===== src/rtl/seq_pattern_detector.sv =====
// Serial bit-pattern detector with a runtime-loadable pattern, overlap control and a saturating match counter.
// Define SEQDET_MASK_EN to add a per-bit don't-care mask (pat_mask) loaded alongside the pattern.
module seq_pattern_detector #(
    parameter int unsigned           PAT_W   = 4,
    parameter logic [PAT_W-1:0]      PAT_RST = 4'b1011,
    parameter int unsigned           CNT_W   = 8
) (
    input  logic             clk,
    input  logic             rst_n,
    input  logic             clr,
    input  logic             pat_ld,
    input  logic [PAT_W-1:0] pat_in,
`ifdef SEQDET_MASK_EN
    input  logic [PAT_W-1:0] pat_mask,
`endif
    input  logic             overlap,
    input  logic             x_vld,
    input  logic             x,
    output logic             z,
    output logic [CNT_W-1:0] match_cnt,
    output logic             armed
);

    localparam int unsigned FILL_W = $clog2(PAT_W + 1);
    localparam logic [FILL_W-1:0] FILL_FULL = FILL_W'(PAT_W);
    localparam logic [CNT_W-1:0]  CNT_MAX   = {CNT_W{1'b1}};

    typedef enum logic {
        ST_FILL,
        ST_ARMED
    } state_t;

    state_t             state_q, state_d;
    logic [PAT_W-1:0]   hist_q, hist_d;
    logic [PAT_W-1:0]   pat_q, pat_d;
    logic [FILL_W-1:0]  fill_q, fill_d;
    logic [CNT_W-1:0]   cnt_q, cnt_d;
    logic               z_q, z_d;
    logic [PAT_W-1:0]   hist_new;
    logic [FILL_W-1:0]  fill_new;
    logic [PAT_W-1:0]   care;
    logic               hit;

`ifdef SEQDET_MASK_EN
    logic [PAT_W-1:0]   mask_q, mask_d;
    assign care = ~mask_q;
`else
    assign care = {PAT_W{1'b1}};
`endif

    // State and datapath registers
    always_ff @(posedge clk or negedge rst_n) begin
        if (!rst_n) begin
            state_q <= ST_FILL;
            hist_q  <= '0;
            pat_q   <= PAT_RST;
            fill_q  <= '0;
            cnt_q   <= '0;
            z_q     <= 1'b0;
`ifdef SEQDET_MASK_EN
            mask_q  <= '0;
`endif
        end else begin
            state_q <= state_d;
            hist_q  <= hist_d;
            pat_q   <= pat_d;
            fill_q  <= fill_d;
            cnt_q   <= cnt_d;
            z_q     <= z_d;
`ifdef SEQDET_MASK_EN
            mask_q  <= mask_d;
`endif
        end
    end

    // Candidate history after shifting in the current bit
    assign hist_new = {hist_q[PAT_W-2:0], x};
    assign fill_new = (fill_q == FILL_FULL) ? FILL_FULL : FILL_W'(fill_q + FILL_W'(1));
    assign hit      = (fill_new == FILL_FULL) && (((hist_new ^ pat_q) & care) == '0);

    // Next-state and datapath update; priority clr > pat_ld > x_vld
    always_comb begin
        state_d = state_q;
        hist_d  = hist_q;
        pat_d   = pat_q;
        fill_d  = fill_q;
        cnt_d   = cnt_q;
        z_d     = 1'b0;
`ifdef SEQDET_MASK_EN
        mask_d  = mask_q;
`endif
        if (clr) begin
            state_d = ST_FILL;
            hist_d  = '0;
            fill_d  = '0;
            cnt_d   = '0;
        end else if (pat_ld) begin
            state_d = ST_FILL;
            pat_d   = pat_in;
            hist_d  = '0;
            fill_d  = '0;
`ifdef SEQDET_MASK_EN
            mask_d  = pat_mask;
`endif
        end else if (x_vld) begin
            hist_d = hist_new;
            fill_d = fill_new;
            case (state_q)
                ST_FILL:  if (fill_new == FILL_FULL) state_d = ST_ARMED;
                ST_ARMED: state_d = ST_ARMED;
                default:  state_d = ST_FILL;
            endcase
            if (hit) begin
                z_d = 1'b1;
                if (cnt_q != CNT_MAX) cnt_d = CNT_W'(cnt_q + CNT_W'(1));
                // Non-overlapping mode discards the matched bits
                if (!overlap) begin
                    fill_d  = '0;
                    state_d = ST_FILL;
                end
            end
        end
    end

    assign z         = z_q;
    assign match_cnt = cnt_q;
    assign armed     = (state_q == ST_ARMED);

endmodule


===== config.mk =====
export PLATFORM = sky130hd
export DESIGN_NAME = seq_pattern_detector
export DESIGN_NICKNAME = d
export VERILOG_FILES = /design/src/rtl/seq_pattern_detector.sv
export SDC_FILE = /design/constraint.sdc
export NUM_CORES = 1
export LEC_CHECK = 0
export CAP_MARGIN = 20
export CORE_ASPECT_RATIO = 0.9
export CORE_MARGIN = 2
export CORE_UTILIZATION = 52
export CTS_BUF_LIST = sky130_fd_sc_hd__clkbuf_2
export DETAILED_ROUTE_END_ITERATION = 16
export GPL_ROUTABILITY_DRIVEN = 0
export PLACE_DENSITY = 0.86
export SLEW_MARGIN = 20
export SYNTH_ARGS = -nofsm -noshare
export SYNTH_HDL_FRONTEND = slang
export SYNTH_SLANG_ARGS = --single-unit
export TNS_END_PERCENT = 20

===== constraint.sdc =====
create_clock -name clk -period 2.3 [get_ports clk]
set_clock_uncertainty 0.2 [all_clocks]
set_input_delay 0.46 -clock clk [delete_from_list [all_inputs] [get_ports clk]]
set_output_delay 0.46 -clock clk [all_outputs]
set_load 0.01 [all_outputs]

======== After elaboration in Yosys (flattened, before gate mapping) ========
Cells that the tools add are included.
storage, ports and cells
  logic and storage cells ................. 48
  output and inout bits ................... 10
  bits in registers ....................... 20
  input bits .............................. 11
operators by class
  eq/ne operators ......................... 4
  muxes and demuxes ....................... 25
  add/subtract/negate cells ............... 2
  reductions and logical operators ........ 8
  bitwise logic cells ..................... 3
operators by type and width
  kind                                         number
  2-to-1 mux 8 bit                             5
  2-to-1 mux 3 bit                             9
  2-to-1 mux 1 bit                             10
  adder 8 x 1 -> 8 bit, second input constant  1
  != test 8 bit, second input constant         1
  equality test 3 bit, second input constant   2
  nonzero test 2 bit                           3
  zero test 4 bit                              1
  AND reduction 4 bit                          1
  XOR 4 bit                                    1
  adder 3 x 1 -> 3 bit, second input constant  1
  nonzero test 3 bit                           1
  != test 2 bit, second input constant         1
  NOT 1 bit                                    2
  case mux 1 bit (2 select lines)              1
  AND reduction 2 bit                          1
  logical AND 1 bit                            1

======== Logic depth before layout (Yosys ltp) ========
  depth after elaboration ................. 10
  mapped depth ............................ 8
  depth with buffers taken out ............ 7

======== Worst setup path before layout ========
No wires, ideal clock.
  kind .................................... register to register
  start ................................... reg fill_q[0]
  end ..................................... reg cnt_q[5] (netlist: match_cnt[5])
  buffers on the path ..................... 0
  cell stages (with the launch flop) ...... 8
  period minus slack after synthesis ...... 2.074 ns
  arrival time ............................ 1.796 ns
  required time ........................... 2.022 ns
  library setup time ...................... 0.078 ns
  setup slack ............................. 0.226 ns
  path through ............................ dfrtp_1 inv_1 ha_1 nand3b_1 o21ai_2 nand4bb_2 or4_1 a21oi_1
between the ends
  word-level cells in the longest chain between the ends .. 6
  elaborated cells on any way between the ends .. 7
  those cells by class .................... add/sub: 1; eq/ne: 2; mux: 1; reduce/logical: 3
ends and longest elaborated chain
  element                                                             line  source
  start: declaration                                                  36    logic [FILL_W-1:0] fill_q, fill_d;
  start signal: assignment                                            67    fill_q <= fill_d;
  adder 3 x 1 -> 3 bit / equality test 3 bit (equally long branches)  78    assign fill_new = (fill_q == FILL_FULL) ? FILL_FULL : FILL_W'(fill_q + FILL_W'(1));
  2-to-1 mux 3 bit *                                                  78
  equality test 3 bit *                                               79    assign hit = (fill_new == FILL_FULL) && (((hist_new ^ pat_q) & care) == '0);
  logical AND 1 bit *                                                 79
  nonzero test 2 bit (no line) *                                      -
  AND reduction 4 bit (no line) *                                     -
  end signal: assignment                                              68    cnt_q <= cnt_d;
  end: declaration                                                    37    logic [CNT_W-1:0] cnt_q, cnt_d;
Every way passes the cells marked *; elsewhere a longest branch is shown, timed or not.
A chain may end at the register's enable or synchronous reset.

======== Worst setup path in the final report ========
Same ends and word-level chain as after synthesis.

==> summary.txt <==
Yosys
  • Seq/Total Area, Yosys: 48.9%
  • Mapped Avg Cell Area: 10.6 sq um
  • Syn Nets: 111
  • FF+latch count, synth: 20
  • Yosys cell types: 30
  • Mapped Area: 0.00103 sq mm
  • Ys Warns: 0
  • Post-Syn Instances: 97

GRT
  • First-pass GRT wire length: 3.13 mm
  • Largest net degree at the start of global routing: 21
  • Total GRT Usage: 18.2%
  • Initial antenna violation count: 0
  • Vias in the first global route: 732
  • Final global-route overflow total: 0

Worst setup path
  • Setup crit end kind: register
  • Worst EP required: 2340 ps
  • CP Max Fanout: 5
  • Critical path arrival: 2270 ps
  • Crit path kind: reg2reg
  • Crit start category: register

Clocking
  • CTS root buffer: clkbuf_2
  • Clock tree buffer depth: 2
  • CTS tree: yes
  • Cts bufs inserted: 3
  • Hold_buf cts: 0
  • Worst skew pair latency: 300 ps
  • Number of clock sinks: 20
  • H-tree lvl count: 1
  • Reg clk slew, reported paths: 190 ps

STA
  • Hold Vio Cnt, Final: 0
  • Worst Tran Pin Value: 323 ps
  • Sum Neg Setup Slack: 0 ps
  • Final period utilization: 96.9%
  • FMAX: 0.449 GHz
  • Crit path time final: 2230 ps
  • Final setup violation count: 0
  • Relative slew slack: 78.4%
  • Fin. max-slew vios: 0

Cells and area
  • Most frequent cells in the layout: clkdlybuf4s50_1 (20), dfrtp_1 (17), nor2_1 (8)
  • Commonest non-fill, non-tap cell in the layout: clkdlybuf4s50_1
  • Total Nets Final: 141
  • ANT cells: 0
  • Layout cells sized above 1: 19.0%
  • Area Overhead vs Synth: 30.1%

Drt
  • Total Wirelength: 1.98 mm
  • Drt wl/cell: 13.1 um
  • DRT iter0 DRCs: 18
  • DR vias/cell: 5.56
  • DRC viols: 0
  • Total vias in the final route: 839
  • Drt pass-1 iters: 5
  • Post-route ant nets: 0

Power
  • VDD IR max: 303 uV
  • Final Power: 597 uW
  • Pwr Density: 445 mW/mm^2
  • Pleak: 0.557 nW

Status
  • Outcome: finished clean

Hold path
  • Min-delay worst type: in2async

Floorplanning
  • Core area: 0.00190 sq mm
  • DIE AREA: 0.00236 sq mm
  • FP Rows: 15
  • Die Wd: 50.9 um
  • IO Count: 21
  • Initial Util: 54.4%
  • Die Ht: 46.2 um

Job
  • Number of max-cap violations: 0

Placement
  • IO Port Bufs: 20
  • Post-DP HPWL: 1.48 mm
worst max-delay path, stage by stage, from the launching register on:
cell,delay [ps]
dfrtp_1,430
inv_1,70
ha_1,290
nand3b_1,170
o21ai_2,210
nand4bb_4,160
or4_1,500
a21oi_1,160
where the power goes:
| part | total (mW) | leakage [nW] | switching (mW) | internal [mW] |
|---|---|---|---|---|
| Sequential | 0.380 | 0.266 | 0.00965 | 0.370 |
| Combinational | 0.0795 | 0.277 | 0.0358 | 0.0437 |
| Clock | 0.137 | 0.0140 | 0.0997 | 0.0378 |
| Total | 0.597 | 0.557 | 0.145 | 0.451 |
cells by family after synthesis:
| logic type | share of synthesized area (%) |
|---|---|
| buffers and inverters | 3.40 |
| AND/OR/NAND/NOR | 21.6 |
| AO/OA/AOI/OAI | 9.10 |
| multiplexers | 8.25 |
| XOR/XNOR | 5.10 |
| flip-flops | 48.9 |
| adder cells (fa/ha/maj) | 3.64 |
metal layers:
metal	wire length, um	up-vias	GRT usage [%]
met4	10	0	6.49
met5	0	-	0
met1	899	409	23.6
met3	116	2	2.92
li1	-	401	-
met2	950	27	31.2
registers in the layout, summed over array words and instances, names as in the netlist:
name       flops
match_cnt      8
pat_q          4
fill_q         3
hist_q         3
armed          1
z              1
metrics by stage:
| stage | area [sq um] | setup slack, ps | hold slack, ps | utilization (%) | cells |
|---|---|---|---|---|---|
| 4_1_cts | 1310 | 67.3 | 256 | 69.1 | 149 |
| 2_1_floorplan | 1030 | 226 | -35.6 | - | 97 |
| 6_report | 1340 | 71.6 | 262 | 70.8 | 151 |
| 5_1_grt | 1340 | -30.9 | 264 | 70.8 | 151 |
| 3_3_place_gp | 1290 | -18.8 | 283 | 68.1 | 145 |
| 3_5_place_dp | 1290 | -66.9 | 312 | 68.1 | 145 |
area by class of cell:
class	instances	area [sq um]
Fill cell	137	554
Multi-Input combinational cell	70	507
Sequential cell	20	504
Timing Repair Buffer	29	269
Tap cell	25	31.3
Clock buffer	3	15.0
Inverter	3	11.3
Clock inverter	1	3.75
path summary, 6_finish.rpt:
path	start	to	slack [ps]	depth (start not counted)
hold / removal	rst_n	match_cnt[0]	260	2
setup reg to reg	fill_q[0]	match_cnt[5]	70	7
min in group clk	armed	armed	340	2
max in group asynchronous	rst_n	pat_q[0]	1350	2
setup / recovery	fill_q[0]	match_cnt[5]	70	7
hold reg to reg	armed	armed	340	2
synth_stat cells:
master / n / area [sq um]
nand3_1: 5 / 25.0
ha_1: 3 / 37.5
nor3_1: 2 / 10.0
o21ai_1: 3 / 15.0
nor2_1: 8 / 30.0
a21oi_1: 8 / 40.0
or2_2: 1 / 6.26
dfstp_2: 3 / 78.8
xor2_1: 5 / 43.8
o21bai_1: 1 / 7.51
dfrtp_1: 17 / 425
xnor2_1: 1 / 8.76
buf_6: 1 / 11.3
nand4bb_2: 1 / 16.3
mux2_2: 4 / 45.0
or3_1: 2 / 12.5
nand3b_1: 1 / 7.51
or4_1: 4 / 30.0
and4b_1: 1 / 10.0
nor2b_1: 2 / 12.5
nand4_1: 1 / 6.26
o31ai_1: 3 / 22.5
o21ai_2: 1 / 8.76
nand2_1: 6 / 22.5
clkbuf_1: 2 / 7.51
nand2b_1: 2 / 12.5
inv_1: 3 / 11.3
mux2i_1: 4 / 40.0
nor4_4: 1 / 21.3
buf_2: 1 / 5.00
what timing repair did:
action / in CTS / in global routing
buffers inserted: 0 / 1
endpoints found under the setup margin: 0 / 3
gates resized for setup: 0 / 3
(Power assumes the default switching activity.)
